--- src/rtl/rv32i_pkg.sv ---
// Shared RV32I definitions used by the instruction-fetch stage: word width,
// reset constants and the fetch FSM state encoding.
package rv32i_pkg;

    localparam int XLEN = 32;

    localparam logic [XLEN-1:0] RV32I_RESET_PC = 32'h0000_0000;
    localparam logic [XLEN-1:0] RV32I_NOP      = 32'h0000_0013;  // addi x0,x0,0

    // 2'd3 is unused; the FSM falls back to FETCH if it ever lands there.
    typedef enum logic [1:0] {
        FETCH    = 2'd0,
        WAIT_RSP = 2'd1,
        DISCARD  = 2'd2
    } fetch_state_e;

    // Instruction addresses are word aligned; the two low bits are dropped.
    function automatic logic [XLEN-1:0] align_pc(input logic [XLEN-1:0] addr);
        return addr & ~32'h0000_0003;
    endfunction

endpackage

--- src/rtl/if_fetch_unit_if.sv ---
// Fetch-stage bus bundle: PC-select mux loop, instruction-memory port and the
// decode-facing instruction slot.
interface if_fetch_unit_if;
    import rv32i_pkg::*;

    // PC-select mux loop
    logic            Redirect;
    logic [XLEN-1:0] Next_PC;
    logic [XLEN-1:0] PC_Plus4;

    // Instruction memory
    logic            IMEM_Req;
    logic [XLEN-1:0] IMEM_Addr;
    logic            IMEM_Gnt;
    logic            IMEM_Rvalid;
    logic [XLEN-1:0] IMEM_Rdata;

    // Decode slot
    logic            IF_Valid;
    logic [XLEN-1:0] IF_Instr;
    logic [XLEN-1:0] IF_PC;
    logic            ID_Ready;

    modport master (
        input  Redirect, Next_PC, IMEM_Gnt, IMEM_Rvalid, IMEM_Rdata, ID_Ready,
        output PC_Plus4, IMEM_Req, IMEM_Addr, IF_Valid, IF_Instr, IF_PC
    );

    modport slave (
        output Redirect, Next_PC, IMEM_Gnt, IMEM_Rvalid, IMEM_Rdata, ID_Ready,
        input  PC_Plus4, IMEM_Req, IMEM_Addr, IF_Valid, IF_Instr, IF_PC
    );

endinterface

--- src/rtl/if_fetch_unit.sv ---
// RV32I instruction-fetch stage: owns the fetch PC, issues one outstanding
// instruction-memory request at a time and fills a single valid/ready slot.
module if_fetch_unit
    import rv32i_pkg::*;
#(
    parameter logic [XLEN-1:0] RESET_PC  = RV32I_RESET_PC,
    parameter logic [XLEN-1:0] NOP_INSTR = RV32I_NOP
) (
    input  logic            Clock,
    input  logic            Reset_n,
    if_fetch_unit_if.master bus
);

    fetch_state_e    state_reg, state_next;
    logic [XLEN-1:0] pc_reg, pc_next;
    logic [XLEN-1:0] pending_pc_reg, pending_pc_next;
    logic            valid_reg, valid_next;
    logic [XLEN-1:0] instr_reg, instr_next;
    logic [XLEN-1:0] if_pc_reg, if_pc_next;
    logic            fetch_req;

    always_ff @(posedge Clock) begin
        if (!Reset_n) begin
            state_reg      <= FETCH;
            pc_reg         <= align_pc(RESET_PC);
            pending_pc_reg <= '0;
            valid_reg      <= 1'b0;
            instr_reg      <= NOP_INSTR;
            if_pc_reg      <= '0;
        end else begin
            state_reg      <= state_next;
            pc_reg         <= pc_next;
            pending_pc_reg <= pending_pc_next;
            valid_reg      <= valid_next;
            instr_reg      <= instr_next;
            if_pc_reg      <= if_pc_next;
        end
    end

    always_comb begin
        state_next      = state_reg;
        pc_next         = pc_reg;
        pending_pc_next = pending_pc_reg;
        valid_next      = valid_reg;
        instr_next      = instr_reg;
        if_pc_next      = if_pc_reg;
        fetch_req       = 1'b0;

        if (valid_reg && bus.ID_Ready) begin
            valid_next = 1'b0;
        end

        case (state_reg)
            FETCH: begin
                // Only request when the slot will be free to take the response.
                fetch_req = !bus.Redirect && (!valid_reg || bus.ID_Ready);
                if (bus.Redirect) begin
                    pc_next = align_pc(bus.Next_PC);
                end else if (fetch_req && bus.IMEM_Gnt) begin
                    pending_pc_next = pc_reg;
                    pc_next         = align_pc(bus.Next_PC);
                    state_next      = WAIT_RSP;
                end
            end

            WAIT_RSP: begin
                if (bus.IMEM_Rvalid && !bus.Redirect) begin
                    valid_next = 1'b1;
                    instr_next = bus.IMEM_Rdata;
                    if_pc_next = pending_pc_reg;
                    state_next = FETCH;
                end else if (bus.Redirect && !bus.IMEM_Rvalid) begin
                    pc_next    = align_pc(bus.Next_PC);
                    state_next = DISCARD;
                end else if (bus.Redirect && bus.IMEM_Rvalid) begin
                    pc_next    = align_pc(bus.Next_PC);
                    state_next = FETCH;
                end
            end

            DISCARD: begin
                // Stale response still in flight; swallow it before fetching again.
                if (bus.Redirect) begin
                    pc_next = align_pc(bus.Next_PC);
                end
                if (bus.IMEM_Rvalid) begin
                    state_next = FETCH;
                end
            end

            default: begin
                state_next = FETCH;
            end
        endcase

        if (bus.Redirect) begin
            valid_next = 1'b0;
        end
    end

    assign bus.IMEM_Req  = Reset_n & fetch_req;
    assign bus.IMEM_Addr = pc_reg;
    assign bus.PC_Plus4  = pc_reg + 32'd4;
    assign bus.IF_Valid  = valid_reg;
    assign bus.IF_Instr  = instr_reg;
    assign bus.IF_PC     = if_pc_reg;

endmodule

--- src/flat_wrapper.sv ---
// flat-port wrapper written by rule: the top's interface ports become plain ports
module if_fetch_unit_flat import rv32i_pkg::*;
#(
    parameter logic [XLEN-1:0] RESET_PC  = RV32I_RESET_PC,
    parameter logic [XLEN-1:0] NOP_INSTR = RV32I_NOP
)
  (Clock, Reset_n, bus_Redirect, bus_Next_PC, bus_IMEM_Gnt, bus_IMEM_Rvalid, bus_IMEM_Rdata, bus_ID_Ready, bus_PC_Plus4, bus_IMEM_Req, bus_IMEM_Addr, bus_IF_Valid, bus_IF_Instr, bus_IF_PC);
  if_fetch_unit_if bus_i ();
  input  logic Clock;
  input  logic Reset_n;
  input wire logic [$bits(bus_i.Redirect)-1:0] bus_Redirect;
  input wire logic [$bits(bus_i.Next_PC)-1:0] bus_Next_PC;
  input wire logic [$bits(bus_i.IMEM_Gnt)-1:0] bus_IMEM_Gnt;
  input wire logic [$bits(bus_i.IMEM_Rvalid)-1:0] bus_IMEM_Rvalid;
  input wire logic [$bits(bus_i.IMEM_Rdata)-1:0] bus_IMEM_Rdata;
  input wire logic [$bits(bus_i.ID_Ready)-1:0] bus_ID_Ready;
  output wire logic [$bits(bus_i.PC_Plus4)-1:0] bus_PC_Plus4;
  output wire logic [$bits(bus_i.IMEM_Req)-1:0] bus_IMEM_Req;
  output wire logic [$bits(bus_i.IMEM_Addr)-1:0] bus_IMEM_Addr;
  output wire logic [$bits(bus_i.IF_Valid)-1:0] bus_IF_Valid;
  output wire logic [$bits(bus_i.IF_Instr)-1:0] bus_IF_Instr;
  output wire logic [$bits(bus_i.IF_PC)-1:0] bus_IF_PC;
  assign bus_i.Redirect = bus_Redirect;
  assign bus_i.Next_PC = bus_Next_PC;
  assign bus_i.IMEM_Gnt = bus_IMEM_Gnt;
  assign bus_i.IMEM_Rvalid = bus_IMEM_Rvalid;
  assign bus_i.IMEM_Rdata = bus_IMEM_Rdata;
  assign bus_i.ID_Ready = bus_ID_Ready;
  assign bus_PC_Plus4 = bus_i.PC_Plus4;
  assign bus_IMEM_Req = bus_i.IMEM_Req;
  assign bus_IMEM_Addr = bus_i.IMEM_Addr;
  assign bus_IF_Valid = bus_i.IF_Valid;
  assign bus_IF_Instr = bus_i.IF_Instr;
  assign bus_IF_PC = bus_i.IF_PC;
  if_fetch_unit #(.RESET_PC(RESET_PC), .NOP_INSTR(NOP_INSTR)) u_core (.Clock(Clock), .Reset_n(Reset_n), .bus(bus_i));
endmodule
--- config.mk ---
export PLATFORM = sky130hd
export DESIGN_NAME = if_fetch_unit_flat
export DESIGN_NICKNAME = d
export VERILOG_FILES = /design/src/rtl/rv32i_pkg.sv /design/src/rtl/if_fetch_unit_if.sv /design/src/rtl/if_fetch_unit.sv /design/src/flat_wrapper.sv
export SDC_FILE = /design/constraint.sdc
export NUM_CORES = 1
export LEC_CHECK = 0
export CORE_MARGIN = 4
export CORE_UTILIZATION = 40
export DETAILED_ROUTE_END_ITERATION = 10
export GPL_TIMING_DRIVEN = 0
export PLACE_DENSITY = 0.76
export SLEW_MARGIN = 20
export SYNTH_ARGS = -nofsm -noshare
export SYNTH_HDL_FRONTEND = slang
export SYNTH_SLANG_ARGS = --single-unit
export TNS_END_PERCENT = 100
--- constraint.sdc ---
create_clock -name Clock -period 1.56 [get_ports Clock]
set_input_delay 0.312 -clock Clock [delete_from_list [all_inputs] [get_ports Clock]]
set_output_delay 0.312 -clock Clock [all_outputs]
set_load 0.01 [all_outputs]
==> qor.txt <==
Synth Cell Area = 5420 um^2
Synth async-reset ratio = 0%
Final Worst Setup Slack = -0.7367 ns
Die Y = 124.4 um
Total congestion overflow = 0
Pre-CTS setup slack = -1.116 ns
Nets = 955
RSZ-0062 raised after global routing = yes
Critical path data required time = 1.25 ns
# DRC = 0
First-pass GRT wire length = 27.58 mm
Final Cycle Share = 147.2%
GRT Total Usage = 22.02%
Wire per inst = 16.75 um
Final hold violation count = 0
Avg Cell Area, Syn = 8.886 um^2
TritonRoute pass-1 iters = 8
Endpoint class of the critical path = output pin
# setup viols final = 29
Core Area = 13240 um^2
Layout Utilization = 67.46%
Layout cells sized above 1 = 27.07%
Pins Over Slew Limit = 0
Post-synth EDFFs = 0
Min cycle time layout = 2.297 ns
Clock root buffer = clkbuf_16
Initial antenna violation count = 1
Iter 0 DRT Violations = 284
Tightest Pin Transition = 0.6524 ns
Post-synth top area share = 46.17%
Die ar. = 15480 um^2
Clk_skew = 0.007301 ns
CP Data Arrival Time = 1.98 ns
Critical path peak fanout = 8
Leading post-synthesis cells by instance count = nand2_1 (194), dfxtp_1 (125), a21boi_0 (60), mux2i_1 (60), nor2b_1 (32)
Max-Cap Viols = 0
Post-DP HPWL = 12.15 mm
Library cells used by synthesis = 35
Register bit total from synthesis = 125
Worst vdd ir = 677.2 uV
Routed Antenna Nets = 0
Buf+Inv Stages, Crit Path = 3
Startpoint Class = flop
Hold depth = 3
Synth area leader = dfxtp_1
Worst path depth = 7
Register area share after synthesis = 46.17%
Worst path slowest cell = dfxtp_4
Via count = 5253
Standard-cell rows = 42
Fmax = 435.4 MHz
Failing checks = setup timing
Starting Density = 40.93%
P&R area growth vs syn = 64.82%
Status = complete, but fails checks
CTS max path bufs = 2
Primary FF master, synth = dfxtp_1
Layout filler cell count = 1050
IO Count = 200
Crit-path leading delay family = simple AND/OR/NAND/NOR gates
Chip Width = 124.4 um
PnR Total Power = 8488 uW
Warnings, synthesis = 0
Worst stage delay on the critical path = 0.39 ns
Synth Instances = 610
Power density cells = 950.1 nW/um^2
Pin count of the biggest net entering global routing = 17
Area contributors post-synth = dfxtp_1 (46%), nand2_1 (13%), mux2i_1 (11%), a21boi_0 (8.3%), nor2b_1 (3.7%)
Relative slew slack = 56.51%
Worst path cell trace = ha_4 -> inv_4 -> nor4_4 -> buf_12 -> nand4_1 -> xnor2_2 -> buf_2
Max reg flops = 32
Vias in the first global route = 5356
Worst hold path type = input port to flop
CTS buffer count = 17
Hold_buf cts = 0
TritonCTS clock tree = yes
Most common cell in the synthesized netlist = nand2_1
Worst Setup Path Type = flop to output pin
Clk Latency, worst-skew pair = 0.41 ns
Clk slew on worst S/H paths = 0.06 ns
Final GP Congestion = 0.8712
Total clock sinks = 125
DRT Wirelength = 17.94 mm
H-tree level count = 4
Input/output buffers = 190
Pleak = 0.004294 uW
Vias per inst = 4.905
R2R cell count = 7
power by group:
part / switching (uW) / internal, uW
Clock: 1380 / 2510
Sequential: 143 / 3310
Combinational: 535 / 620
Total: 2050 / 6430
stage by stage:
step	cells	TNS (ns)	cell area, um^2	hold slack [ns]
after global routing	1071	-17.63	8934	0.3193
after CTS	1051	-16.13	8658	0.2908
after floorplan	615	-2.257	5628	0.4362
after detailed placement	981	-94.00	7750	0.4557
after global placement	981	-88.50	7750	0.4491
final	1071	-15.26	8934	0.2957
routing by layer:
layer / global-route usage, % / routed length [um] / vias to the layer above
li1: - / - / 2544
met1: 26.09 / 7574 / 2490
met2: 38.23 / 8939 / 176
met3: 5.146 / 836 / 43
met4: 9.091 / 585 / 0
met5: 0 / 0 / -
cells by family after synthesis:
kind of cell             share of synthesized area [%]
adder cells (fa/ha/maj)                         0.9234
other                                          0.06919
multiplexers                                     11.08
buffers and inverters                            4.247
flip-flops                                       46.17
AO/OA/AOI/OAI                                    8.657
XOR/XNOR                                         4.524
AND/OR/NAND/NOR                                  24.33
final cells by class:
class	instances	area (um^2)	share of cell area, %
multi-input combinational	440	3093	34.62
sequential	125	2587	28.96
timing repair buffer	252	2195	24.57
clock buffer	25	495.5	5.546
buffer	41	237.7	2.661
tap	176	220.2	2.465
clock inverter	7	85.08	0.9524
inverter	4	17.52	0.1961
antenna	1	2.502	0.02801
final timing paths:
| path | from | endpoint | slack [ns] |
|---|---|---|---|
| worst min-delay path | Reset_n | u_core.bus.IMEM_Addr[29]$_SDFFE_PN0P_ | 0.30 |
| worst max-delay path | u_core.bus.IMEM_Addr[3]$_SDFFE_PN0P_ | bus_PC_Plus4[24] | -0.74 |
| worst min register to register | u_core.bus.IF_PC[2]$_SDFFE_PN0P_ | u_core.bus.IF_PC[2]$_SDFFE_PN0P_ | 0.46 |
| worst max register to register | u_core.state_reg[0]$_SDFFE_PN0P_ | u_core.pending_pc_reg[7]$_SDFFE_PN0P_ | 0.01 |
placed cells by master (no fill, tap or decap), types with 6 or more instances in the layout:
cell type / instances
nand2_1: 186
dfxtp_1: 93
dlygate4sd2_1: 89
clkdlybuf4s50_1: 63
a21boi_0: 60
mux2i_1: 58
buf_4: 53
buf_2: 32
nor2b_1: 31
clkbuf_1: 20
buf_6: 20
xnor2_2: 19
dfxtp_4: 18
clkbuf_16: 17
dfxtp_2: 14
clkbuf_2: 11
nand4_1: 7
nand3_1: 6
nand3_2: 6
conb_1: 6
worst register-to-register path, delay by kind of cell (launching register included):
family	cells	cell delay (ns)
simple gates	3	0.26
mux	1	0.30
buf+inv	3	0.51
flops	1	0.38
timing repair:
action | CTS | global route
endpoints found under the setup margin | 214 | 144
buffers inserted | 37 | 26
cloned | 1 | 1
pin swaps | 30 | 24
gates resized for setup | 285 | 74
Power figures use the tool's default switching activity.
